<file path="src/rtl/hci_package.sv">
// -----------------------------------------------------------------------------
// hci_package
//   Shared definitions for the HCI TCDM bank endpoint. It holds the default
//   widths and the test-and-set address bit. The interconnect and the bank
//   responder both parameterise from these values, so they stay consistent.
//   It also holds the state type of the bank responder FSM.
// -----------------------------------------------------------------------------
package hci_package;

    localparam int unsigned DEFAULT_DW     = 32;
    localparam int unsigned DEFAULT_BW     = 8;
    localparam int unsigned DEFAULT_UW     = 0;
    localparam int unsigned DEFAULT_TS_BIT = 21;

    typedef enum logic [0:0] {
        IDLE   = 1'b0,
        TS_SET = 1'b1
    } hci_bank_state_e;

endpackage : hci_package

</file>
<file path="src/rtl/hci_tcdm_bank_responder.sv">
// -----------------------------------------------------------------------------
// hci_tcdm_bank_responder
//   Target-side endpoint for one TCDM bank port of the HCI log interconnect.
//   It forwards granted requests to an external single-port SRAM in the same
//   cycle. It returns exactly one response (r_valid/r_id/r_data) one cycle
//   after each grant. A read with add_i[TS_BIT] set is a test-and-set: the
//   first cycle reads the old value, and the following cycle (TS_SET) writes
//   TS_VALUE to the same word. No new request is granted during TS_SET.
//
// Ports
//   clk_i, rst_ni       clock, asynchronous active-low reset
//   req_i .. id_i       hci_core request stream (wen_i = 1 means read)
//   gnt_o               request accepted this cycle
//   r_valid_o .. r_id_o response, valid one cycle after the grant
//   mem_*_o             SRAM port; mem_wdata_o/mem_be_o carry {user,data}
//   mem_rdata_i         SRAM read word, valid one cycle after a read
// -----------------------------------------------------------------------------
module hci_tcdm_bank_responder
    import hci_package::*;
#(
    parameter int unsigned   AW       = 32,
    parameter int unsigned   MEM_AW   = 10,
    parameter int unsigned   DW       = DEFAULT_DW,
    parameter int unsigned   BW       = DEFAULT_BW,
    parameter int unsigned   UW       = DEFAULT_UW,
    parameter int unsigned   IW       = 20,
    parameter int unsigned   TS_BIT   = DEFAULT_TS_BIT,
    parameter logic [DW-1:0] TS_VALUE = '1,
    localparam int unsigned  UWP      = (UW > 0) ? UW : 1,
    localparam int unsigned  BEW      = DW / BW,
    localparam int unsigned  MW       = UW + DW,
    localparam int unsigned  MBEW     = MW / BW
) (
    input  logic              clk_i,
    input  logic              rst_ni,
    input  logic              req_i,
    input  logic [AW-1:0]     add_i,
    input  logic              wen_i,
    input  logic [DW-1:0]     data_i,
    input  logic [UWP-1:0]    user_i,
    input  logic [BEW-1:0]    be_i,
    input  logic [IW-1:0]     id_i,
    output logic              gnt_o,
    output logic              r_valid_o,
    output logic [DW-1:0]     r_data_o,
    output logic [UWP-1:0]    r_user_o,
    output logic [IW-1:0]     r_id_o,
    output logic              mem_req_o,
    output logic              mem_wen_o,
    output logic [MEM_AW-1:0] mem_add_o,
    output logic [MW-1:0]     mem_wdata_o,
    output logic [MBEW-1:0]   mem_be_o,
    input  logic [MW-1:0]     mem_rdata_i
);

    hci_bank_state_e   state_q, state_d;
    logic [MEM_AW-1:0] ts_addr_q, ts_addr_d;
    logic              r_valid_q, r_valid_d;
    logic [IW-1:0]     r_id_q, r_id_d;

    logic              gnt;
    logic              mem_req;
    logic              mem_wen;
    logic [MEM_AW-1:0] mem_add;
    logic [DW-1:0]     wdata;
    logic [UWP-1:0]    wuser;
    logic [BEW-1:0]    be;
    logic [MW-1:0]     mem_wdata_full;
    logic [MBEW-1:0]   mem_be_full;
    logic [UWP-1:0]    r_user_full;

    // The word index ignores the byte offset, TS_BIT and all bits above the bank.
    logic [MEM_AW-1:0] word_addr;
    logic              is_ts;
    assign word_addr = add_i[2 +: MEM_AW];
    assign is_ts     = req_i & wen_i & add_i[TS_BIT];

    always_comb begin
        // NOTE: every signal gets a default before the case, so no path leaves
        // a value unassigned and no latch is inferred.
        state_d   = state_q;
        ts_addr_d = ts_addr_q;
        r_valid_d = 1'b0;
        r_id_d    = r_id_q;      // id holds while no response is pending
        gnt       = 1'b0;
        mem_req   = 1'b0;
        mem_wen   = 1'b1;
        mem_add   = word_addr;
        wdata     = data_i;
        wuser     = user_i;
        be        = be_i;

        case (state_q)
            IDLE: begin
                // The grant does not depend on req_i, so the initiator can rely on it.
                gnt     = 1'b1;
                mem_req = req_i;
                mem_wen = wen_i;
                if (req_i) begin
                    r_valid_d = 1'b1;
                    r_id_d    = id_i;
                end
                if (is_ts) begin
                    state_d   = TS_SET;
                    ts_addr_d = word_addr;
                end
            end
            TS_SET: begin
                // Set phase: overwrite the word just read. The held request
                // waits, and this write produces no response of its own.
                mem_req = 1'b1;
                mem_wen = 1'b0;
                mem_add = ts_addr_q;
                wdata   = TS_VALUE;
                wuser   = '0;
                be      = '1;
                state_d = IDLE;
            end
            default: state_d = IDLE;
        endcase
    end

    // NOTE: state registers use non-blocking assignments, so every flop samples
    // pre-edge values regardless of process ordering.
    always_ff @(posedge clk_i or negedge rst_ni) begin
        if (!rst_ni) begin
            state_q   <= IDLE;
            ts_addr_q <= '0;
            r_valid_q <= 1'b0;
            r_id_q    <= '0;
        end else begin
            state_q   <= state_d;
            ts_addr_q <= ts_addr_d;
            r_valid_q <= r_valid_d;
            r_id_q    <= r_id_d;
        end
    end

    // User sideband sits above the data. Its bytes are always enabled, so the
    // stored ECC stays consistent with the data.
    if (UW > 0) begin : g_user
        assign mem_wdata_full = {wuser, wdata};
        assign mem_be_full    = {{(UW / BW){1'b1}}, be};
        assign r_user_full    = mem_rdata_i[MW-1:DW];
    end else begin : g_no_user
        assign mem_wdata_full = wdata;
        assign mem_be_full    = be;
        assign r_user_full    = '0;
    end

    // Combinational outputs are forced low while reset is asserted. This keeps
    // a stray SRAM access or grant from escaping during reset. Once reset is
    // released they are live at once, so the first request is granted immediately.
    assign gnt_o       = rst_ni & gnt;
    assign mem_req_o   = rst_ni & mem_req;
    assign mem_wen_o   = rst_ni & mem_wen;
    assign mem_add_o   = rst_ni ? mem_add        : '0;
    assign mem_wdata_o = rst_ni ? mem_wdata_full : '0;
    assign mem_be_o    = rst_ni ? mem_be_full    : '0;
    assign r_data_o    = rst_ni ? mem_rdata_i[DW-1:0] : '0;
    assign r_user_o    = rst_ni ? r_user_full    : '0;
    assign r_valid_o   = r_valid_q;
    assign r_id_o      = r_id_q;

    // Address bits outside the word index and the user bits (when UW = 0) are
    // intentionally unused.
    logic unused_bits;
    assign unused_bits = ^{add_i, user_i, wuser};

endmodule : hci_tcdm_bank_responder

</file>
<file path="config.mk">
export PLATFORM = sky130hd
export DESIGN_NAME = hci_tcdm_bank_responder
export DESIGN_NICKNAME = d
export VERILOG_FILES = /design/src/rtl/hci_package.sv /design/src/rtl/hci_tcdm_bank_responder.sv
export SDC_FILE = /design/constraint.sdc
export NUM_CORES = 1
export LEC_CHECK = 0
export BUFFER_PORTS_ARGS = -buffer_cell sky130_fd_sc_hd__buf_2
export CORE_AREA = 2 2 89 91
export CTS_CLUSTER_SIZE = 12
export DETAILED_ROUTE_END_ITERATION = 7
export DIE_AREA = 0 0 91 93
export PLACE_DENSITY = 0.79
export SKIP_CTS_REPAIR_TIMING = 1
export SYNTH_ARGS = -nofsm -noshare
export SYNTH_HDL_FRONTEND = slang
export SYNTH_SLANG_ARGS = --single-unit
</file>
<file path="constraint.sdc">
create_clock -name clk_i -period 1.15 [get_ports clk_i]
set_input_delay 0 -clock clk_i [delete_from_list [all_inputs] [get_ports clk_i]]
set_output_delay 0 -clock clk_i [all_outputs]
set_load 0.01 [all_outputs]
</file>
==> results of run 1 <==
[synth_stat cells]
library cell,n,area (um^2)
o21a_1,37,278
and2_1,33,206
dfrtp_1,32,801
mux2_1,28,315
nor2b_1,11,68.8
mux2i_1,10,100
buf_2,7,35.0
clkbuf_1,6,22.5
buf_4,4,30.0
mux2_2,2,22.5
buf_6,1,11.3
conb_1,1,3.75
inv_1,1,3.75
nand4b_4,1,23.8
nor2b_2,1,8.76
[power by group]
| group | switching, uW | leakage (uW) | internal, uW | total, uW |
|---|---|---|---|---|
| sequential | 86.9 | 0.000376 | 1290 | 1380 |
| combinational | 505 | 0.00145 | 614 | 1120 |
| clock | 366 | 0.0000455 | 487 | 853 |
[worst min-delay path by stage]
stage	start	to	slack (ps)
global route	rst_ni	r_id_o[0]	200
detailed placement	rst_ni	r_id_o[0]	-170
global placement	rst_ni	r_id_o[0]	-170
finish	rst_ni	r_id_o[0]	170
CTS	rst_ni	r_id_o[0]	-470
floorplan	rst_ni	r_id_o[0]	-300
[layer usage]
| layer | part of all wire, % | vias up | routed length, um | global-route usage [%] |
|---|---|---|---|---|
| met4 | 0.42 | 0 | 31 | 3.28 |
| met3 | 9.0 | 4 | 666 | 4.27 |
| li1 | - | 1061 | - | - |
| met5 | 0 | - | 0 | 0 |
| met1 | 38 | 1027 | 2810 | 16.8 |
| met2 | 53 | 115 | 3920 | 26.7 |
[critical path, stage by stage, from the launching register on]
cell	delay, ps
dfrtp_2	420
buf_12	210
mux2i_1	200
nor2b_1	60
buf_2	130
[flip-flops by register name, indices dropped and copies added, names as in the netlist]
name and flops:
r_valid_o 1, state_q 1, ts_addr_q 10, r_id_o 20
[area by class of cell]
type | instances | area [um^2]
Clock buffer | 8 | 90.1
Fill cell | 725 | 3970
Inverter | 1 | 3.75
Multi-Input combinational cell | 124 | 1030
Sequential cell | 32 | 802
Tap cell | 102 | 128
Timing Repair Buffer | 248 | 1500
[stage by stage]
| stage | utilization (%) | cells | area, um^2 |
|---|---|---|---|
| CTS | 42.0 | 479 | 3160 |
| floorplan | - | 175 | 1930 |
| global route | 47.2 | 515 | 3550 |
| global placement | 40.8 | 471 | 3070 |
| detailed placement | 40.8 | 471 | 3070 |
| finish | 47.2 | 515 | 3550 |
[cells by family (layout without fill, tap and decap cells)]
logic type | after synthesis | after routing
AOI/OAI and AO/OA | 37 | 37
buffers and inverters | 19 | 257
DFF | 32 | 32
muxes | 40 | 40
other | 1 | 1
and+or+nand+nor | 46 | 46
==> key figures, run 1 <==
Run status
  – Outcome: complete, but fails checks
  – Failing checks: negative setup slack

Critical path
  – CP Launch Point: state_q
  – Worst Path Required: about 1200 ps
  – Critical Path End Type: output pin
  – Crit path max fanout: 41
  – Startpoint types: flip-flop
  – Critical R2R Capture: r_id_o[16]
  – Setup slack, reg-to-reg: -140 ps
  – Reg-to-Reg Start: state_q
  – CP Capture Point: mem_add_o[0]
  – CP Data Arrival Time: about 1300 ps
  – CP Class: reg2out
  – Worst R2R Path Depth: 3

Synth
  – Unique masters post-synth: 15
  – Register area share after synthesis: 41.5%
  – Mux cell area share after synthesis: a little under a quarter
  – Post-Synthesis Cells: 175
  – Synth Area in Adders: 0%
  – Synth Area in Simple Gates: between 10% and 20%
  – Largest family of logic cells by synthesized area: multiplexers
  – Synth Cell Area: between 1500 and 2000 um^2
  – Syn_area_per_cell: roughly 11 um^2
  – Syn Nets: 300
  – Flops & latches, synth: 32
  – Compound-Gate Fraction of Synth Area: 14.4%
  – Fraction of synthesized cell area in xor and xnor cells: 0%
  – Synthesis Warnings: 0

Clock network
  – Clk_lat worst skew: about 270 ps
  – CTS Buf Count: 5
  – TritonCTS clock tree: built
  – Max Root-Sink Buffers: 2
  – Clock sinks: 32
  – H-tree Lvls: 2
  – Reg clk slew, reported paths: roughly 60 ps
  – Root Buffer: clkbuf_8

Power
  – Max VDD drop: 0.000828 V
  – Power density over the cells: around 940 nW/um^2
  – Leak: 0.00188 uW
  – Total power: 3350 uW

Placed design
  – Port bufs: 204
  – DP Wirelength: between 5000 and 6000 um
  – Gpl congestion: a little over 0.7
  – Pre-CTS setup slack: -104 ps

GRT
  – Overflow after GRT: 0
  – Total GRT Usage: 14.6%
  – Largest net degree at the start of global routing: 62
  – Vias in the first global route: roughly 2,000
  – First-pass GRT wire length: roughly 9900 um
  – Initial antenna violation count: 0

Die
  – Core area: 7530 um^2
  – Die extent in y: between 90 and 100 um
  – Placement row count: 32
  – Die width: slightly above 90 um
  – Ports: approximately 230
  – Initial core utilization: 25.6%
  – Die area: about 8500 um^2

Timing
  – Setup TNS: -7890 ps
  – Pin slew with the least headroom to its limit: 568 ps
  – Fin worst setup slack: -152 ps
  – Clock skew: approximately 2.0 ps
  – Period utilization: 113%
  – Final-report hold violation count: 0
  – Final Max Tran Viols: 0
  – Max transition margin: 62.0%
  – Worst hold slack: ~170 ps
  – RSZ-0062 raised after global routing: yes
  – Min Tclk post-route: 1300 ps
  – Max Fclk: ~770 MHz
  – Setup violators final: 79

Drt
  – Final wirelength: between 7000 and 8000 um
  – Antenna-violating nets left: 0
  – WL/cell: around 14 um
  – Pre-antenna DRT Iters: 4
  – DRT iter0 DRCs: 34
  – Vias per cell: around 4.3
  – Drt drc: 0
  – Vias: 2,207

Final layout
  – Fraction of layout cells with a size suffix above 1: 54.5%
  – Most frequent cells in the layout: 200 x buf_2, 37 x o21a_1, 35 x dlygate4sd3_1
  – NumNets Final: roughly 540
  – Final antenna diode count: 0
  – Commonest non-fill, non-tap cell in the layout: buf_2
  – Area delta synth->final: 84.1%

Run
  – Max-Cap Viols: 0

Worst hold path
  – Hold WC Path Type: in2async
(Power assumes the default switching activity.)
==> run 2: changes to the inputs <==
--- a/config.mk
+++ b/config.mk
@@ -6,11 +6,11 @@
 export NUM_CORES = 1
 export LEC_CHECK = 0
 export BUFFER_PORTS_ARGS = -buffer_cell sky130_fd_sc_hd__buf_2
-export CORE_AREA = 2 2 89 91
+export CORE_AREA = 2 2 90 92
 export CTS_CLUSTER_SIZE = 12
 export DETAILED_ROUTE_END_ITERATION = 7
-export DIE_AREA = 0 0 91 93
-export PLACE_DENSITY = 0.79
+export DIE_AREA = 0 0 92 94
+export PLACE_DENSITY = 0.75
 export SKIP_CTS_REPAIR_TIMING = 1
 export SYNTH_ARGS = -nofsm -noshare
 export SYNTH_HDL_FRONTEND = slang
==> constraint.sdc (replaced) <==
create_clock -name clk_i -period 1.22 [get_ports clk_i]
set_input_delay 0 -clock clk_i [delete_from_list [all_inputs] [get_ports clk_i]]
set_output_delay 0 -clock clk_i [all_outputs]
set_load 0.01 [all_outputs]
==> run 2 against run 1 <==
Net effect: the run still ends with negative setup slack left; combinational power is 4% lower; via count is 1.0% lower; critical path depth stayed put; power is 7.5% lower; hold slack worse by 37 ps; worst setup slack better by 42 ps; core utilization is 0.25 points lower; non-clock buffer count is 1 higher; die area is 2.2% higher; wire length is 2.6% higher; critical endpoint is now mem_wdata_o[23]; highest routed layer unchanged.
==> key figures, run 2 (same netlist as run 1, synthesis figures left out) <==
GRT
  – Vias in the first global route: 1,996 (was 1,965)
  – Overflow after GRT: 0 (unchanged)
  – Initial antenna violation count: 0 (unchanged)
  – First-pass GRT wire length: 9760 um (was 9880 um)
  – Total GRT Usage: 14.4% (was 14.6%)
  – Largest net degree at the start of global routing: 41 (was 62)

Critical path
  – Reg-to-Reg Start: state_q (unchanged)
  – Startpoint types: flip-flop (unchanged)
  – Worst R2R Path Depth: 2 (was 3)
  – CP Capture Point: mem_wdata_o[23] (was mem_add_o[0])
  – Worst Path Required: 1220 ps (was 1150 ps)
  – Critical Path End Type: output pin (unchanged)
  – CP Launch Point: state_q (unchanged)
  – Critical R2R Capture: ts_addr_q[6] (was r_id_o[16])
  – Crit path max fanout: 7 (was 41)
  – CP Class: reg2out (unchanged)
  – CP Data Arrival Time: 1330 ps (was 1300 ps)
  – Setup slack, reg-to-reg: -90 ps (was -140 ps)

Drt
  – Vias per cell: 4.24 (was 4.29)
  – Final wirelength: 7620 um (was 7420 um)
  – Drt drc: 0 (unchanged)
  – DRT iter0 DRCs: 45 (was 34)
  – Vias: 2,184 (was 2,207)
  – Pre-antenna DRT Iters: 4 (unchanged)
  – WL/cell: 14.8 um (was 14.4 um)
  – Antenna-violating nets left: 0 (unchanged)

Run
  – Max-Cap Viols: 0 (unchanged)

Timing
  – Final-report hold violation count: 0 (unchanged)
  – Fin worst setup slack: -110 ps (was -152 ps)
  – Pin slew with the least headroom to its limit: 530 ps (was 568 ps)
  – Min Tclk post-route: between 1000 and 1500 ps
  – Max Fclk: roughly 750 MHz
  – Setup violators final: 77 (was 79)
  – Clock skew: 8.29 ps (was 1.99 ps)
  – Period utilization: 109%
  – Max transition margin: 64.6% (was 62.0%)
  – Final Max Tran Viols: 0 (unchanged)
  – RSZ-0062 raised after global routing: yes (unchanged)

Final layout
  – Final antenna diode count: 0 (unchanged)
  – Max reg flops: 20 (unchanged)
  – Filler instances: 732 (was 725)
  – Design area: 3570 um^2 (was 3550 um^2)
  – NumNets Final: 538 (was 537)
  – Non-filler cells, final: 515 (unchanged)
  – Commonest non-fill, non-tap cell in the layout: buf_2 (unchanged)
  – Most frequent cells in the layout: 201 x buf_2, 37 x o21a_1, 33 x and2_1, 33 x dlygate4sd3_1, 31 x dfrtp_1 (was 200 x buf_2, 37 x o21a_1, 35 x dlygate4sd3_1)
  – Area delta synth->final: 85.1% (was 84.1%)
  – Fraction of layout cells with a size suffix above 1: 55.2% (was 54.5%)

Power
  – Max VDD drop: 0.000864 V (was 0.000828 V)
  – Power density over the cells: 867 nW/um^2 (was 942 nW/um^2)
  – Total power: 3100 uW (was 3350 uW)
  – Leak: 0.00189 uW (was 0.00188 uW)

Run status
  – Failing checks: negative setup slack (unchanged)
  – Outcome: complete, but fails checks (unchanged)

Worst hold path
  – Hold WC Path Type: in2async (unchanged)

Die
  – Die area: 8650 um^2 (was 8460 um^2)
  – Ports: 228 (unchanged)
  – Initial core utilization: 25.4% (was 25.6%)
  – Core area: 7610 um^2 (was 7530 um^2)
  – Placement row count: 32 (unchanged)
  – Die width: 92 um (was 91 um)
  – Die extent in y: 94 um (was 93 um)

Placed design
  – Area after DPL: 3080 um^2 (was 3070 um^2)
  – Port bufs: 204 (unchanged)
  – DP Wirelength: 5470 um (was 5590 um)
  – Gpl congestion: 0.756 (was 0.715)
  – Cell Count Post-Placement: 472 (was 471)

Clock network
  – CTS Buf Count: 5 (unchanged)
  – Max Root-Sink Buffers: 2 (unchanged)
  – Reg clk slew, reported paths: 70 ps (was 60 ps)
  – H-tree Lvls: 2 (unchanged)
  – TritonCTS clock tree: built (unchanged)
  – Clock sinks: 32 (unchanged)
  – Clk_lat worst skew: 270 ps (about the same)
  – Root Buffer: clkbuf_8 (unchanged)
[run 2: power breakdown]
group          switching, uW  total (uW)  internal [uW]
clock                    352         739            387
combinational            481        1070            587
sequential              76.4        1290           1210
[run 2: area by class of cell]
class / instances / area (um^2) / share of cell area, %
Sequential cell: 32 / 802 / 22.4
Clock inverter: 1 / 5.00 / 0.140
Tap cell: 102 / 128 / 3.57
Multi-Input combinational cell: 124 / 1030 / 28.9
Timing Repair Buffer: 249 / 1530 / 42.9
Clock buffer: 6 / 72.6 / 2.03
Inverter: 1 / 3.75 / 0.105
[run 2: per-layer routing]
metal	global-route usage, %	wire, um	part of all wire (%)
met1	16.6	2850	37
met2	26.1	4080	54
met3	4.65	639	8.4
met4	2.99	46	0.60
met5	0	0	0
[run 2: how the worst min path moves through the flow]
stage	from	endpoint	slack, ps	cells past startpoint
2_1_floorplan	rst_ni	r_id_o[0]	-300	0
3_3_place_gp	rst_ni	r_id_o[0]	-170	1
3_5_place_dp	rst_ni	r_id_o[0]	-170	1
4_1_cts	rst_ni	r_id_o[0]	-470	1
5_1_grt	rst_ni	r_id_o[0]	140	2
6_report	rst_ni	r_id_o[0]	140	2
[run 2: worst max-delay path, cell delays in order (launching register included)]
cell and delay, ps:
dfrtp_2 470, buf_6 150, clkbuf_16 150, o21a_1 160
buf_2 130
[run 2: metrics by stage]
| stage | hold slack, ps | setup slack (ps) | setup TNS (ps) | util (%) |
|---|---|---|---|---|
| after floorplan | -296 | 51.7 | 0 | - |
| after global placement | -168 | -16.6 | -124 | 40.4 |
| after detailed placement | -166 | -44.6 | -376 | 40.4 |
| after CTS | -469 | -262 | -5590 | 41.5 |
| after global routing | 141 | -184 | -8950 | 47.0 |
| final | 137 | -110 | -4300 | 47.0 |
==> run 3: changes to the inputs <==
--- a/config.mk
+++ b/config.mk
@@ -7,10 +7,8 @@
 export LEC_CHECK = 0
 export BUFFER_PORTS_ARGS = -buffer_cell sky130_fd_sc_hd__buf_2
 export CORE_AREA = 2 2 90 92
-export CTS_CLUSTER_SIZE = 12
 export DETAILED_ROUTE_END_ITERATION = 7
 export DIE_AREA = 0 0 92 94
-export PLACE_DENSITY = 0.75
 export SKIP_CTS_REPAIR_TIMING = 1
 export SYNTH_ARGS = -nofsm -noshare
 export SYNTH_HDL_FRONTEND = slang
==> run 3 against run 2 <==
Net effect: the run still ends with negative setup slack left; core utilization increased by 0.16 points; via count grew 1.8%; wire length decreased by 8.8%; hold slack worse by 130 ps; sequential share of layout area down 0.078 points; clock-buffer cell count is 1 higher; first-iteration DRC count down 27%; global-route usage shrank 0.45 points; die area did not move; maximum frequency shrank 2.3%; sequential power about the same.
==> key figures, run 3 (same netlist as run 1, synthesis figures left out) <==
Drt
  – Vias per cell: 4.30 (was 4.24)
  – Final wirelength: 6950 um (was 7620 um)
  – Drt drc: 0 (unchanged)
  – Pre-antenna DRT Iters: 4 (unchanged)
  – Antenna-violating nets left: 0 (unchanged)
  – DRT iter0 DRCs: 33 (was 45)
  – Vias: 2,224 (was 2,184)
  – WL/cell: 13.4 um (was 14.8 um)

Clock network
  – Max Root-Sink Buffers: 2 (unchanged)
  – Reg clk slew, reported paths: 60 ps (was 70 ps)
  – Root Buffer: clkbuf_8 (unchanged)
  – Clock sinks: 32 (unchanged)
  – Clk_lat worst skew: 280 ps (was 270 ps)
  – CTS Buf Count: 5 (unchanged)
  – TritonCTS clock tree: built (unchanged)
  – H-tree Lvls: 2 (unchanged)

Placed design
  – Port bufs: 204 (unchanged)
  – DP Wirelength: 5170 um (was 5470 um)
  – Gpl congestion: 0.764 (was 0.756)

GRT
  – Met1 layer usage reported by global route: 16.9% (was 16.6%)
  – Initial antenna violation count: 0 (unchanged)
  – GRT busiest layer: met2 (unchanged)
  – Total GRT Usage: 13.9% (was 14.4%)
  – M2 GR Usage: 23.5% (was 26.1%)
  – Largest net degree at the start of global routing: 38 (was 41)
  – Grt met3 use: 4.49% (was 4.65%)
  – First-pass GRT wire length: 9520 um (was 9760 um)
  – Overflow after GRT: 0 (unchanged)
  – Vias in the first global route: 1,944 (was 1,996)

Critical path
  – CP Data Arrival Time: 1360 ps (was 1330 ps)
  – Critical R2R Capture: r_id_o[3] (was ts_addr_q[6])
  – Worst Path Required: 1220 ps (about the same)
  – CP Launch Point: state_q (unchanged)
  – Crit path max fanout: 8 (was 7)
  – Setup slack, reg-to-reg: -140 ps (was -90 ps)
  – Startpoint types: flip-flop (unchanged)
  – Critical Path End Type: output pin (unchanged)
  – CP Capture Point: mem_add_o[3] (was mem_wdata_o[23])
  – Worst R2R Path Depth: 4 (was 2)
  – CP Class: reg2out (unchanged)
  – Reg-to-Reg Start: state_q (unchanged)

Power
  – Max VDD drop: 0.000733 V (was 0.000864 V)
  – Power density over the cells: 895 nW/um^2 (was 867 nW/um^2)
  – Leak: 0.00190 uW (was 0.00189 uW)
  – Total power: 3210 uW (was 3100 uW)

Timing
  – RSZ-0062 raised after global routing: yes (unchanged)
  – Setup violators final: 78 (was 77)
  – Period utilization: 112% (was 109%)
  – Clock skew: 2.62 ps (was 8.29 ps)
  – Fin worst setup slack: -141 ps (was -110 ps)
  – Min Tclk post-route: 1360 ps (was 1330 ps)
  – Max Fclk: 735 MHz (was 752 MHz)
  – Final Max Tran Viols: 0 (unchanged)
  – Final-report hold violation count: 0 (unchanged)

Final layout
  – Area delta synth->final: 85.7% (was 85.1%)
  – Max reg flops: 20 (unchanged)
  – Finished Core Util: 47.1% (was 47.0%)
  – Final antenna diode count: 0 (unchanged)
  – Most frequent cells in the layout: 203 x buf_2, 37 x o21a_1, 33 x and2_1 (was 201 x buf_2, 37 x o21a_1, 33 x and2_1, 33 x dlygate4sd3_1, 31 x dfrtp_1)
  – Commonest non-fill, non-tap cell in the layout: buf_2 (unchanged)
  – Fraction of layout cells with a size suffix above 1: 55.7% (was 55.2%)
  – NumNets Final: 540 (was 538)
  – Filler instances: 733 (was 732)

Worst hold path
  – Hold WC Path Type: in2async (unchanged)

Run status
  – Failing checks: negative setup slack (unchanged)
  – Outcome: complete, but fails checks (unchanged)

Die
  – Die extent in y: 94 um (unchanged)
  – Die width: 92 um (unchanged)
  – Ports: 228 (unchanged)
  – Initial core utilization: 25.4% (unchanged)
  – Die area: 8650 um^2 (unchanged)
  – Core area: 7610 um^2 (unchanged)
  – Placement row count: 32 (unchanged)

Run
  – Max-Cap Viols: 0 (unchanged)
## run 3: worst min-delay path by stage
stage / endpoint / startpoint / slack, ps
after floorplan: r_id_o[0] / rst_ni / -300
after global routing: ts_addr_q[0] / rst_ni / 60
final: ts_addr_q[9] / rst_ni / 6
after CTS: r_id_o[9] / rst_ni / -390
after global placement: r_id_o[9] / rst_ni / -90
after detailed placement: r_id_o[9] / rst_ni / -90
## run 3: per-stage QoR
step                setup slack, ps  setup TNS, ps  hold slack, ps  instance area [um^2]  cells
floorplan                      51.7              0            -296                  1930    175
CTS                            -237          -8600            -391                  3210    480
finish                         -141          -8590            6.29                  3590    517
detailed placement            0.543              0           -87.3                  3110    473
global placement               11.9              0           -90.0                  3110    473
global route                   -189         -13110            56.0                  3590    517
## run 3: final cells by class
type | count | area, um^2 | share of cell area, %
clock buffer | 7 | 96.3 | 2.69
inverter | 1 | 3.75 | 0.105
multi-input combinational | 124 | 1030 | 28.6
sequential | 32 | 802 | 22.4
tap | 102 | 128 | 3.56
timing repair buffer | 251 | 1530 | 42.6
## run 3: critical path, cell delays in order, from the launching register on
cell and delay, ps:
dfrtp_2 410, buf_8 150, buf_6 130, mux2i_1 110, nor2b_1 130, buf_2 150
## run 3: layer usage
layer  vias up  part of all wire [%]
met5         -                     0
met4         0                   1.1
met3         5                   8.2
met2       112                    50
met1      1039                    41
li1       1068                     -
## run 3: power by group
part | internal (uW) | total (uW) | switching, uW
registers | 1210 | 1290 | 71.6
logic | 582 | 1050 | 473
clock network | 502 | 867 | 366
